### src/rtl/fpu_pkg.sv
// Shared types for the FP-add job requester: FSM states, exception code and
// the queued job record.
package fpu_pkg;

  typedef enum logic [1:0] {
    IDLE,
    ISSUE,
    RETURN,
    DRAIN
  } state_t;

  localparam logic [2:0] EXC_TIMEOUT = 3'b111;

  // Wide enough for a DEPTH of 16; narrower configurations use the low bits.
  localparam int MAX_TAG_W = 5;

  typedef struct packed {
    logic [31:0]          a;
    logic [31:0]          b;
    logic [2:0]           mode;
    logic [MAX_TAG_W-1:0] tag;
  } job_t;

  localparam int JOB_W = $bits(job_t);

endpackage

### src/rtl/fp_job_fifo.sv
// Job queue: DEPTH-entry FIFO with a combinational head and an occupancy count.
// Push and pop may coincide at any occupancy; a push when full is dropped.
module fp_job_fifo #(
  parameter int DEPTH = 4,
  parameter int WIDTH = 32
) (
  input  logic                     clk,
  input  logic                     rst_n,
  input  logic                     push,
  input  logic [WIDTH-1:0]         push_data,
  input  logic                     pop,
  output logic [WIDTH-1:0]         head,
  output logic [$clog2(DEPTH):0]   count,
  output logic                     full
);

  localparam int PTR_W = $clog2(DEPTH);
  localparam int CNT_W = PTR_W + 1;

  logic [WIDTH-1:0] mem_q [DEPTH];
  logic [PTR_W-1:0] wr_ptr_q, wr_ptr_d;
  logic [PTR_W-1:0] rd_ptr_q, rd_ptr_d;
  logic [CNT_W-1:0] count_q, count_d;
  logic             do_push, do_pop;

  assign full    = (count_q == CNT_W'(DEPTH));
  assign do_push = push && !full;
  assign do_pop  = pop && (count_q != '0);
  assign count   = count_q;
  assign head    = mem_q[rd_ptr_q];

  // Pointers wrap naturally because DEPTH is a power of two.
  always_comb begin
    wr_ptr_d = wr_ptr_q;
    rd_ptr_d = rd_ptr_q;
    count_d  = count_q;
    if (do_push) wr_ptr_d = wr_ptr_q + PTR_W'(1);
    if (do_pop)  rd_ptr_d = rd_ptr_q + PTR_W'(1);
    case ({do_push, do_pop})
      2'b10:   count_d = count_q + CNT_W'(1);
      2'b01:   count_d = count_q - CNT_W'(1);
      default: count_d = count_q;
    endcase
  end

  always_ff @(posedge clk or negedge rst_n) begin
    if (!rst_n) begin
      wr_ptr_q <= '0;
      rd_ptr_q <= '0;
      count_q  <= '0;
    end else begin
      wr_ptr_q <= wr_ptr_d;
      rd_ptr_q <= rd_ptr_d;
      count_q  <= count_d;
    end
  end

  always_ff @(posedge clk) begin
    if (do_push) mem_q[wr_ptr_q] <= push_data;
  end

endmodule

### src/rtl/fp_add_requester.sv
// Queues FP-add jobs and feeds them one at a time to an adder controller,
// returning each result (or a timeout record) through a pop handshake.
module fp_add_requester
  import fpu_pkg::*;
#(
  parameter int DEPTH   = 4,
  parameter int TIMEOUT = 255
) (
  input  logic                   CLK,
  input  logic                   RSTn,
  input  logic                   Job_valid,
  output logic                   Job_ready,
  input  logic [31:0]            Job_a,
  input  logic [31:0]            Job_b,
  input  logic [2:0]             Job_mode,
  output logic [31:0]            Datain1,
  output logic [31:0]            Datain2,
  output logic                   Data_valid,
  output logic [2:0]             Mode,
  output logic [4:0]             Debug,
  input  logic [31:0]            Dataout,
  input  logic                   Dataout_valid,
  input  logic [2:0]             Exc,
  output logic                   Res_valid,
  input  logic                   Res_ready,
  output logic [31:0]            Res_data,
  output logic [2:0]             Res_exc,
  output logic [$clog2(DEPTH):0] Res_tag,
  output logic                   Res_timeout,
  output logic [$clog2(DEPTH):0] Count,
  output logic                   Busy
);

  localparam int TAG_W = $clog2(DEPTH) + 1;
  localparam int TO_W  = $clog2(TIMEOUT + 1);

  state_t           state_q, state_d;
  logic [TO_W-1:0]  to_cnt_q, to_cnt_d;
  logic [TAG_W-1:0] tag_cnt_q, tag_cnt_d;
  logic [TAG_W-1:0] cur_tag_q, cur_tag_d;
  logic             dv_q, dv_d;
  logic [31:0]      d1_q, d1_d, d2_q, d2_d;
  logic [2:0]       mode_q, mode_d;
  logic             rv_q, rv_d;
  logic [31:0]      rdata_q, rdata_d;
  logic [2:0]       rexc_q, rexc_d;
  logic [TAG_W-1:0] rtag_q, rtag_d;
  logic             rto_q, rto_d;

  job_t push_job, head_job;
  logic push, pop, fifo_full;
  logic unused_tag;

  assign Job_ready = !fifo_full;
  assign push      = Job_valid && Job_ready;
  assign push_job  = '{a: Job_a, b: Job_b, mode: Job_mode, tag: MAX_TAG_W'(tag_cnt_q)};
  assign tag_cnt_d = push ? tag_cnt_q + TAG_W'(1) : tag_cnt_q;
  assign unused_tag = ^head_job.tag;

  fp_job_fifo #(
    .DEPTH (DEPTH),
    .WIDTH (JOB_W)
  ) u_fifo (
    .clk       (CLK),
    .rst_n     (RSTn),
    .push      (push),
    .push_data (push_job),
    .pop       (pop),
    .head      (head_job),
    .count     (Count),
    .full      (fifo_full)
  );

  always_comb begin
    state_d   = state_q;
    to_cnt_d  = to_cnt_q;
    cur_tag_d = cur_tag_q;
    dv_d      = dv_q;
    d1_d      = d1_q;
    d2_d      = d2_q;
    mode_d    = mode_q;
    rv_d      = rv_q;
    rdata_d   = rdata_q;
    rexc_d    = rexc_q;
    rtag_d    = rtag_q;
    rto_d     = rto_q;
    pop       = 1'b0;
    case (state_q)
      IDLE: begin
        // A lingering Dataout_valid from the previous job holds off the next issue.
        if (Count != '0 && !Dataout_valid) begin
          pop       = 1'b1;
          d1_d      = head_job.a;
          d2_d      = head_job.b;
          mode_d    = head_job.mode;
          cur_tag_d = head_job.tag[TAG_W-1:0];
          dv_d      = 1'b1;
          to_cnt_d  = '0;
          state_d   = ISSUE;
        end
      end
      ISSUE: begin
        if (Dataout_valid) begin
          dv_d    = 1'b0;
          rdata_d = Dataout;
          rexc_d  = Exc;
          rto_d   = 1'b0;
          rv_d    = 1'b1;
          rtag_d  = cur_tag_q;
          state_d = RETURN;
        end else if (to_cnt_q == TO_W'(TIMEOUT - 1)) begin
          dv_d    = 1'b0;
          rdata_d = '0;
          rexc_d  = EXC_TIMEOUT;
          rto_d   = 1'b1;
          rv_d    = 1'b1;
          rtag_d  = cur_tag_q;
          state_d = RETURN;
        end else begin
          to_cnt_d = to_cnt_q + TO_W'(1);
        end
      end
      RETURN: begin
        if (Res_ready) begin
          rv_d    = 1'b0;
          state_d = DRAIN;
        end
      end
      DRAIN: begin
        if (!Dataout_valid) state_d = IDLE;
      end
      default: state_d = IDLE;
    endcase
  end

  always_ff @(posedge CLK or negedge RSTn) begin
    if (!RSTn) begin
      state_q   <= IDLE;
      to_cnt_q  <= '0;
      tag_cnt_q <= '0;
      cur_tag_q <= '0;
      dv_q      <= 1'b0;
      d1_q      <= '0;
      d2_q      <= '0;
      mode_q    <= '0;
      rv_q      <= 1'b0;
      rdata_q   <= '0;
      rexc_q    <= '0;
      rtag_q    <= '0;
      rto_q     <= 1'b0;
    end else begin
      state_q   <= state_d;
      to_cnt_q  <= to_cnt_d;
      tag_cnt_q <= tag_cnt_d;
      cur_tag_q <= cur_tag_d;
      dv_q      <= dv_d;
      d1_q      <= d1_d;
      d2_q      <= d2_d;
      mode_q    <= mode_d;
      rv_q      <= rv_d;
      rdata_q   <= rdata_d;
      rexc_q    <= rexc_d;
      rtag_q    <= rtag_d;
      rto_q     <= rto_d;
    end
  end

  assign Data_valid  = dv_q;
  assign Datain1     = d1_q;
  assign Datain2     = d2_q;
  assign Mode        = mode_q;
  assign Res_valid   = rv_q;
  assign Res_data    = rdata_q;
  assign Res_exc     = rexc_q;
  assign Res_tag     = rtag_q;
  assign Res_timeout = rto_q;
  assign Debug       = '0;
  assign Busy        = (state_q != IDLE) || (Count != '0);

endmodule

### config.mk
export PLATFORM = sky130hd
export DESIGN_NAME = fp_add_requester
export DESIGN_NICKNAME = d
export VERILOG_FILES = /design/src/rtl/fpu_pkg.sv /design/src/rtl/fp_job_fifo.sv /design/src/rtl/fp_add_requester.sv
export SDC_FILE = /design/constraint.sdc
export NUM_CORES = 1
export LEC_CHECK = 0
export ABC_CLOCK_PERIOD_IN_PS = 6900
export CAP_MARGIN = 20
export CORE_AREA = 2 2 173 175
export CTS_CLUSTER_DIAMETER = 100
export DETAILED_ROUTE_END_ITERATION = 10
export DIE_AREA = 0 0 175 177
export GPL_ROUTABILITY_DRIVEN = 0
export PLACE_DENSITY = 0.9
export RECOVER_POWER = 100
export SLEW_MARGIN = 25
export SYNTH_ARGS = -nofsm -noshare
export SYNTH_HDL_FRONTEND = slang
export SYNTH_HIERARCHICAL = 1
export SYNTH_SLANG_ARGS = --single-unit
### constraint.sdc
create_clock -name CLK -period 6.9 [get_ports CLK]
set_clock_uncertainty 0.15 [all_clocks]
set_input_delay 0.69 -clock CLK [delete_from_list [all_inputs] [get_ports CLK]]
set_output_delay 0.69 -clock CLK [all_outputs]
set_load 0.05 [all_outputs]
==> results of run 1 <==
cells in the final DEF (no fill, tap or decap), types with 4 or more instances in the layout:
cell	count
sky130_fd_sc_hd__xnor2_1	4
sky130_fd_sc_hd__bufinv_16	5
sky130_fd_sc_hd__mux2_2	75
sky130_fd_sc_hd__clkinv_1	4
sky130_fd_sc_hd__inv_1	11
sky130_fd_sc_hd__o21ai_0	6
sky130_fd_sc_hd__nand3_1	8
sky130_fd_sc_hd__dfrtp_1	129
sky130_fd_sc_hd__clkdlybuf4s50_1	37
sky130_fd_sc_hd__diode_2	8
sky130_fd_sc_hd__nand2_1	17
sky130_fd_sc_hd__dlygate4sd3_1	181
sky130_fd_sc_hd__clkbuf_1	15
sky130_fd_sc_hd__xor2_1	4
sky130_fd_sc_hd__a22o_1	32
sky130_fd_sc_hd__nor2_1	7
sky130_fd_sc_hd__edfxtp_1	280
sky130_fd_sc_hd__mux4_2	70
sky130_fd_sc_hd__and2_0	4
sky130_fd_sc_hd__ha_1	12
sky130_fd_sc_hd__clkinv_2	5
sky130_fd_sc_hd__clkbuf_16	41
sky130_fd_sc_hd__conb_1	5
critical path: stages:
cell                            delay (ns)
sky130_fd_sc_hd__dlygate4sd3_1        0.60
sky130_fd_sc_hd__nor2b_1              0.31
sky130_fd_sc_hd__nor2b_1              0.45
sky130_fd_sc_hd__and2_0               2.52
sky130_fd_sc_hd__buf_12               0.28
where the power goes:
group	internal [mW]	switching, mW	total [mW]
Sequential	3.44	0.444	3.88
Combinational	1.37	2.10	3.47
Clock	1.33	0.900	2.23
Total	6.14	3.45	9.58
worst paths after layout:
| kind | start | endpoint | slack [ns] |
|---|---|---|---|
| worst max-delay path | Job_valid | u_fifo/mem_q[3][54] | 2.09 |
| worst min-delay path | RSTn | Res_exc[2] | 0.07 |
| worst max register to register | u_fifo/count[2] | u_fifo/mem_q[3][54] | 2.23 |
| worst min register to register | Res_data[18] | Res_data[18] | 0.35 |
| max in group asynchronous | RSTn | Datain1[10] | 3.50 |
| min in group CLK | Res_data[18] | Res_data[18] | 0.35 |
sequential cells by signal, summed over array words and instances (netlist names), 2 cells and up:
signal	flops
state_q	2
tag_cnt_q	3
u_fifo/count	3
u_fifo/wr_ptr_q	2
u_fifo/rd_ptr_q	2
Res_tag	3
Res_exc	3
Res_data	32
Datain2	32
cur_tag_q	3
Datain1	32
Mode	3
u_fifo/mem_q	280
to_cnt_q	8
per-layer routing:
metal  global-route usage [%]  vias to the layer above  routed length [um]
met2                    32.49                      302               14710
li1                         -                     3437                   -
met3                    5.176                       37                2376
met1                    26.23                     4068               12090
met5                        0                        -                  13
met4                    4.549                        2                 467
final cells by class:
| type | instances | area (sq um) | area share, % |
|---|---|---|---|
| timing repair buffer | 228 | 2307 | 11.89 |
| clock inverter | 19 | 245.2 | 1.263 |
| sequential | 411 | 11690 | 60.25 |
| antenna | 8 | 20.02 | 0.1031 |
| clock buffer | 56 | 1112 | 5.731 |
| multi-input combinational | 285 | 3502 | 18.04 |
| tap | 390 | 488.0 | 2.514 |
| inverter | 11 | 41.29 | 0.2127 |
==> implementation parameters, run 1 <==
Parameter                              Value

Outcome
  Result of the run    finished with violations
  Failing checks    max-capacitance violations, max-slew violations

CTS
  CTS clock-pin slew for the worst setup and hold paths    0.06 ns
  Clock tree root driver cell    sky130_fd_sc_hd__clkbuf_16
  Latest clock arrival within the worst-skew pair    0.53 ns
  Clock tree from TritonCTS    done
  Number of setup buffers added after CTS    0
  Maximum clock path buffer count    3
  H-tree levels    2
  Sinks on the clock net    411
  # resized after CTS    0
  TritonCTS buffer count    41
  CTS Hold Bufs    0

Detailed routing
  DRC violations left    0
  ANT nets after route    0
  Total Wirelength    ~30,000 um
  Total via count in the routed design    7,846
  Post-DR vias/cell    approximately 5.6
  Detailed Route Iter0 Violations    589
  1st-pass router iterations    4
  Avg WL per Cell    21.06 um

Die
  Floorplan row count    63
  Initial Util    53.04%
  Die Area    30,980 sq um
  Overall die width    175 um
  Vertical die dimension    177 um
  Placeable core area    29,240 sq um
  Top Ports    225

Cells and area
  Post-route insts no fill    ~1,400
  Core Util, Final    approximately two thirds
  Layout Area Growth over Synthesis    25.13%
  Post-layout instance area    19,410 sq um
  Fillers    1,868
  Layout cell share with drive strength beyond 1    21.78%
  Final #Nets    1,098

Timing
  Final number of hold-violating endpoints    0
  Actual slew at the worst max-slew pin    3.381 ns
  Slew margin rel.    -125.5%
  Max-slew violation count    between 200 and 250
  Number of setup violations in the final report    0
  Final critical-path setup slack    2.091 ns
  Final worst path period need    4.809 ns
  Final TNS setup    0 ns
  Part of the cycle the worst path needs    69.69%
  Top achievable clock speed    208.0 MHz
  Worst-case hold slack    0.07181 ns
  RSZ-0062 raised after global routing    false

Logic synthesis
  Average cell area after synthesis    20.91 sq um
  Synthesized instance count    742
  Mapped Area    15,510 sq um
  Synthesis Warnings    6

Setup path
  Critical Path RT    6.96 ns
  CP Max Fanout    41
  Arrival @ worst endpoint    4.87 ns
  Worst Reg2Reg Path Length in Cells    5
  Startpoint Class    input pin
  Worst setup path category    in -> reg
  Critical Path Sink Type    flop

Placement
  Total half-perimeter wirelength after legalization and detailed placement    around 18,000 um
  Post-detailed-placement cell area    18,080 sq um
  Number of placed instances, taps included    1,323
  Post-Place Worst Slack    about 3.0 ns
  Total of buffers placed on input and output ports    roughly 220

Flow run
  Max-cap violations    6

Power and ir drop
  Power Total    9.582 mW
  Leakage power summed over all cells    ~7 nW
  Worst voltage drop across the vdd grid    0.3647 mV
  Areal power density over the cells    493.7 nW/um^2

Hold path
  Tightest Hold Check Type    in -> async

GRT
  Number of antenna violations at the first check in global routing    9
  Largest net degree at the start of global routing    88
  Vias in the first global route    8,328
  First-pass GRT wire length    46,640 um
  GRT Resource Usage Total    19.55%
  GRT Residual Overflow    0
Note: power is estimated with default switching activity, not from simulation.
==> run 2, diff against run 1 <==
ABC_CLOCK_PERIOD_IN_PS = 4200   (was 6900)
CORE_AREA = 2 2 183 185   (was 2 2 173 175)
DIE_AREA = 0 0 185 187   (was 0 0 175 177)
PLACE_DENSITY = 0.85   (was 0.9)
clock period = 4.2 ns   (was 6.9 ns; I/O delays follow)
==> implementation parameters, run 2 (same netlist as run 1, synthesis figures left out) <==
Parameter                              Value

Setup path
  Worst setup path category    reg -> reg
  Minimum setup slack among reg-to-reg paths    between 0.8 and 0.9 ns
  Startpoint Class    flop
  Critical Path Sink Type    flop
  Critical Path RT    4.21 ns
  Arrival @ worst endpoint    3.38 ns
  CP Max Fanout    39

Die
  Vertical die dimension    approximately 190 um
  Overall die width    185 um
  Die Area    approximately 35,000 sq um
  Floorplan row count    67
  Placeable core area    32,860 sq um
  Initial Util    47.21%
  Top Ports    225

Detailed routing
  Detailed Route Iter0 Violations    582
  Total Wirelength    31,200 um
  ANT nets after route    0
  Avg WL per Cell    approximately 21 um
  1st-pass router iterations    5
  Total via count in the routed design    7,838
  Post-DR vias/cell    5.339
  DRC violations left    0

Timing
  Worst-case hold slack    0.3441 ns
  Final number of hold-violating endpoints    0
  Final worst path period need    3.375 ns
  Max-slew violation count    69
  Part of the cycle the worst path needs    approximately four fifths
  Top achievable clock speed    296.3 MHz
  Number of setup violations in the final report    0
  RSZ-0062 raised after global routing    false
  Final TNS setup    0 ns
  Actual slew at the worst max-slew pin    1.813 ns
  Slew margin rel.    -20.84%
  Final critical-path setup slack    just over 0.8 ns

Cells and area
  Most common cell after layout, fill and taps aside    sky130_fd_sc_hd__edfxtp_1
  Layout cell share with drive strength beyond 1    22.81%
  Post-layout instance area    19,480 sq um
  Commonest cells after routing, fill and taps aside    sky130_fd_sc_hd__edfxtp_1 (280), sky130_fd_sc_hd__dlygate4sd3_1 (181), sky130_fd_sc_hd__dfrtp_1 (129)
  Largest register by flop count    u_fifo/mem_q
  Fillers    2,321
  Layout Area Growth over Synthesis    25.59%
  Core Util, Final    59.29%
  Final #Nets    1,104
  Flip-flop count of the largest register, all copies and words added    280

GRT
  Largest net degree at the start of global routing    99
  First-pass GRT wire length    around 48,000 um
  GRT Resource Usage Total    18.01%
  Vias in the first global route    approximately 8,200
  Number of antenna violations at the first check in global routing    7
  GRT Residual Overflow    0

CTS
  Maximum clock path buffer count    3
  CTS clock-pin slew for the worst setup and hold paths    0.06 ns
  Sinks on the clock net    411
  Clock tree from TritonCTS    done
  H-tree levels    2
  Latest clock arrival within the worst-skew pair    0.54 ns
  TritonCTS buffer count    41
  Clock tree root driver cell    sky130_fd_sc_hd__clkbuf_16

Power and ir drop
  Areal power density over the cells    around 810 nW/um^2
  Leakage power summed over all cells    7.022 nW
  Worst voltage drop across the vdd grid    around 0.63 mV

Placement
  Post-Place Worst Slack    1.182 ns
  Total of buffers placed on input and output ports    219
  Total half-perimeter wirelength after legalization and detailed placement    18,890 um
  Post-detailed-placement cell area    18,150 sq um

Outcome
  Result of the run    finished with violations
  Failing checks    max-capacitance violations, max-slew violations

Flow run
  Max-cap violations    2

Hold path
  Tightest Hold Check Type    reg -> reg
[run 2: final timing paths]
check,start,end,cells after the start
worst max-delay path,u_fifo/count[0],u_fifo/mem_q[3][19],5
worst min-delay path,Res_data[25],Res_data[25],1
worst max register to register,u_fifo/count[0],u_fifo/mem_q[3][19],5
worst min register to register,Res_data[25],Res_data[25],1
max in group asynchronous,RSTn,Res_data[22],3
min in group asynchronous,RSTn,Res_data[29],2
[run 2: final cells by class]
class | count | area [sq um] | share of cell area [%]
timing repair buffer | 234 | 2312 | 11.87
clock buffer | 61 | 1211 | 6.217
antenna | 3 | 7.507 | 0.03853
sequential | 411 | 11690 | 60.02
inverter | 11 | 41.29 | 0.2119
clock inverter | 15 | 151.4 | 0.7771
tap | 448 | 560.5 | 2.877
multi-input combinational | 285 | 3505 | 17.99
[run 2: repair_timing]
action,in CTS,in global routing
hold endpoints to repair,97,0
endpoints found under the setup margin,0,0
buffers inserted,0,0
gates resized for setup,0,0
hold buffers,1,0
[run 2: where the power goes]
group / switching (mW) / internal [mW]
logic: 3.53 / 2.25
clock network: 1.47 / 2.13
registers: 0.702 / 5.63
[run 2: routing by layer]
layer	vias to the layer above	routed length [um]	GRT usage, %
met2	314	15490	29.98
met1	4016	12640	24.13
li1	3440	-	-
met5	-	42	0
met4	8	550	3.938
met3	60	2481	4.595
[run 2: through the flow]
| stage | instances | power (mW) |
|---|---|---|
| floorplan | 746 | 10.50 |
| global placement | 1387 | 12.29 |
| detailed placement | 1387 | 12.46 |
| CTS | 1464 | 16.15 |
| global route | 1468 | 16.42 |
| finish | 1468 | 15.72 |
[run 2: worst max-delay path, cell delays in order, from the launching register on]
cell	delay, ns
sky130_fd_sc_hd__dfrtp_1	0.49
sky130_fd_sc_hd__nor3b_1	0.12
sky130_fd_sc_hd__nor2b_1	0.28
sky130_fd_sc_hd__nor2b_1	0.43
sky130_fd_sc_hd__and2_2	0.99
sky130_fd_sc_hd__clkbuf_2	0.54
==> run 3, diff against run 2 <==
ABC_CLOCK_PERIOD_IN_PS = 3500   (was 4200)
CORE_AREA = 2 2 175 177   (was 2 2 183 185)
DIE_AREA = 0 0 177 179   (was 0 0 185 187)
PLACE_DENSITY = 0.88   (was 0.85)
clock period = 3.5 ns   (was 4.2 ns; I/O delays follow)
==> implementation parameters, run 3 (same netlist as run 1, synthesis figures left out) <==
Parameter                              Value

GRT
  Vias in the first global route    8,308
  GRT Residual Overflow    0
  GRT Resource Usage Total    between 10% and 20%
  Number of antenna violations at the first check in global routing    8
  Largest net degree at the start of global routing    74
  First-pass GRT wire length    around 47,000 um

Cells and area
  Flip-flop count of the largest register, all copies and words added    280
  Commonest cells after routing, fill and taps aside    sky130_fd_sc_hd__edfxtp_1 (280), sky130_fd_sc_hd__dlygate4sd3_1 (181), sky130_fd_sc_hd__dfrtp_1 (129)
  Post-layout instance area    19,320 sq um
  Layout Area Growth over Synthesis    24.57%
  Most common cell after layout, fill and taps aside    sky130_fd_sc_hd__edfxtp_1
  Fillers    around 2,000
  Final #Nets    between 1,000 and 1,500
  Layout cell share with drive strength beyond 1    21.74%
  Largest register by flop count    u_fifo/mem_q

Timing
  Final critical-path setup slack    0.4161 ns
  Top achievable clock speed    roughly 320 MHz
  Part of the cycle the worst path needs    between 80% and 90%
  Actual slew at the worst max-slew pin    2.075 ns
  RSZ-0062 raised after global routing    false
  Slew margin rel.    -38.36%
  Number of setup violations in the final report    0
  Final number of hold-violating endpoints    0
  Final TNS setup    0 ns
  Max-slew violation count    71
  Final worst path period need    3.084 ns

Placement
  Total of buffers placed on input and output ports    about 220
  Post-detailed-placement cell area    18,140 sq um
  Total half-perimeter wirelength after legalization and detailed placement    18,230 um
  Post-Place Worst Slack    approximately 0.65 ns

CTS
  # resized after CTS    0
  H-tree levels    2
  Sinks on the clock net    411
  Clock tree root driver cell    sky130_fd_sc_hd__clkbuf_16
  Clock tree from TritonCTS    done
  Maximum clock path buffer count    3
  Latest clock arrival within the worst-skew pair    just over 0.5 ns
  TritonCTS buffer count    40
  CTS clock-pin slew for the worst setup and hold paths    about 0.060 ns

Power and ir drop
  Switching power as a share of total power    36.39%
  Areal power density over the cells    958.8 nW/um^2
  Power share of the combinational group    around two fifths
  Fraction of power consumed by the clock network    21.5%
  Leakage power summed over all cells    6.951 nW
  Switching pwr    6.741 mW
  Sequential group share of total power    40.4%
  Worst voltage drop across the vdd grid    roughly 0.77 mV
  Power Total    18.53 mW
  Int Pwr    11.79 mW

Detailed routing
  Avg WL per Cell    21.70 um
  Total via count in the routed design    between 7,000 and 8,000
  1st-pass router iterations    4
  Post-DR vias/cell    5.530
  DRC violations left    0
  Detailed Route Iter0 Violations    508
  Total Wirelength    30,640 um
  ANT nets after route    0

Setup path
  Largest delay share family, worst path    buffers and inverters
  Worst path slowest cell    sky130_fd_sc_hd__dlygate4sd3_1
  Critical Path RT    3.00 ns
  Max stage delay on crit path    roughly 0.8 ns
  Critical Path Sink Type    primary output
  Worst setup path category    reg -> out
  Count of buffering cells on the critical path with inverters included    2
  CP Max Fanout    5
  Startpoint Class    flop
  CP cell instances    inv_1 -> ha_1 -> or4b_4 -> dlygate4sd3_1
  Arrival @ worst endpoint    2.58 ns

Outcome
  Failing checks    max-capacitance violations, max-slew violations
  Result of the run    finished with violations

Hold path
  Tightest Hold Check Type    in -> reg

Die
  Die Area    31,680 sq um
  Floorplan row count    64
  Overall die width    177 um
  Top Ports    225
  Vertical die dimension    approximately 180 um
  Initial Util    between 50% and 60%
  Placeable core area    30,030 sq um

Flow run
  Max-cap violations    1
[run 3: timing repair]
action | CTS | global route
hold buffers | 1 | 0
endpoints found under the hold margin | 70 | 0
setup buffers | 0 | 0
[run 3: power groups by stage]
stage	combinational [mW]	sequential [mW]	clock (mW)
final	7.07	7.48	3.98
after global routing	7.48	7.64	4.26
after CTS	7.32	7.64	4.06
after detailed placement	7.28	7.71	0
after global placement	7.13	7.64	0
after floorplan	3.02	9.55	0
[run 3: stage by stage]
| stage | instances | util, % | hold WS, ns |
|---|---|---|---|
| 6_report | 1412 | 64.35 | 0.2872 |
| 5_1_grt | 1409 | 64.33 | 0.2682 |
| 4_1_cts | 1407 | 64.46 | 0.2648 |
| 3_5_place_dp | 1334 | 60.40 | 0.3038 |
| 3_3_place_gp | 1334 | 60.38 | 0.3045 |
| 2_1_floorplan | 746 | - | -0.09559 |
[run 3: path summary, 6_finish.rpt]
| kind | end | from | slack (ns) | cells after the start |
|---|---|---|---|---|
| setup / recovery | Busy | state_q[0] | 0.42 | 4 |
| setup reg to reg | u_fifo/mem_q[0][66] | u_fifo/count[2] | 0.60 | 5 |
| hold / removal | Res_exc[2] | Exc[2] | 0.29 | 2 |
| hold reg to reg | Res_timeout | Res_timeout | 0.34 | 2 |
| min in group asynchronous | Res_exc[2] | RSTn | 0.80 | 2 |
| max in group asynchronous | u_fifo/rd_ptr_q[0] | RSTn | 0.94 | 2 |
[run 3: cell type report]
cell class	instances	area [sq um]	area share (%)
clock inverters	12	82.58	0.4274
diodes	4	10.01	0.05180
inverters	11	41.29	0.2137
clock buffers	60	1127	5.834
well taps	396	495.5	2.564
multi-input cells	285	3507	18.15
flip-flops and latches	411	11690	60.52
repair buffers	233	2366	12.24
[run 3: layer usage]
layer	wire, um	global-route usage (%)	vias to the layer above	part of all wire (%)
li1	-	-	3423	-
met3	2232	4.919	47	7.3
met1	12350	25.63	4067	40
met2	15480	33.88	263	51
met4	526	5.165	8	1.7
met5	55	0	-	0.18
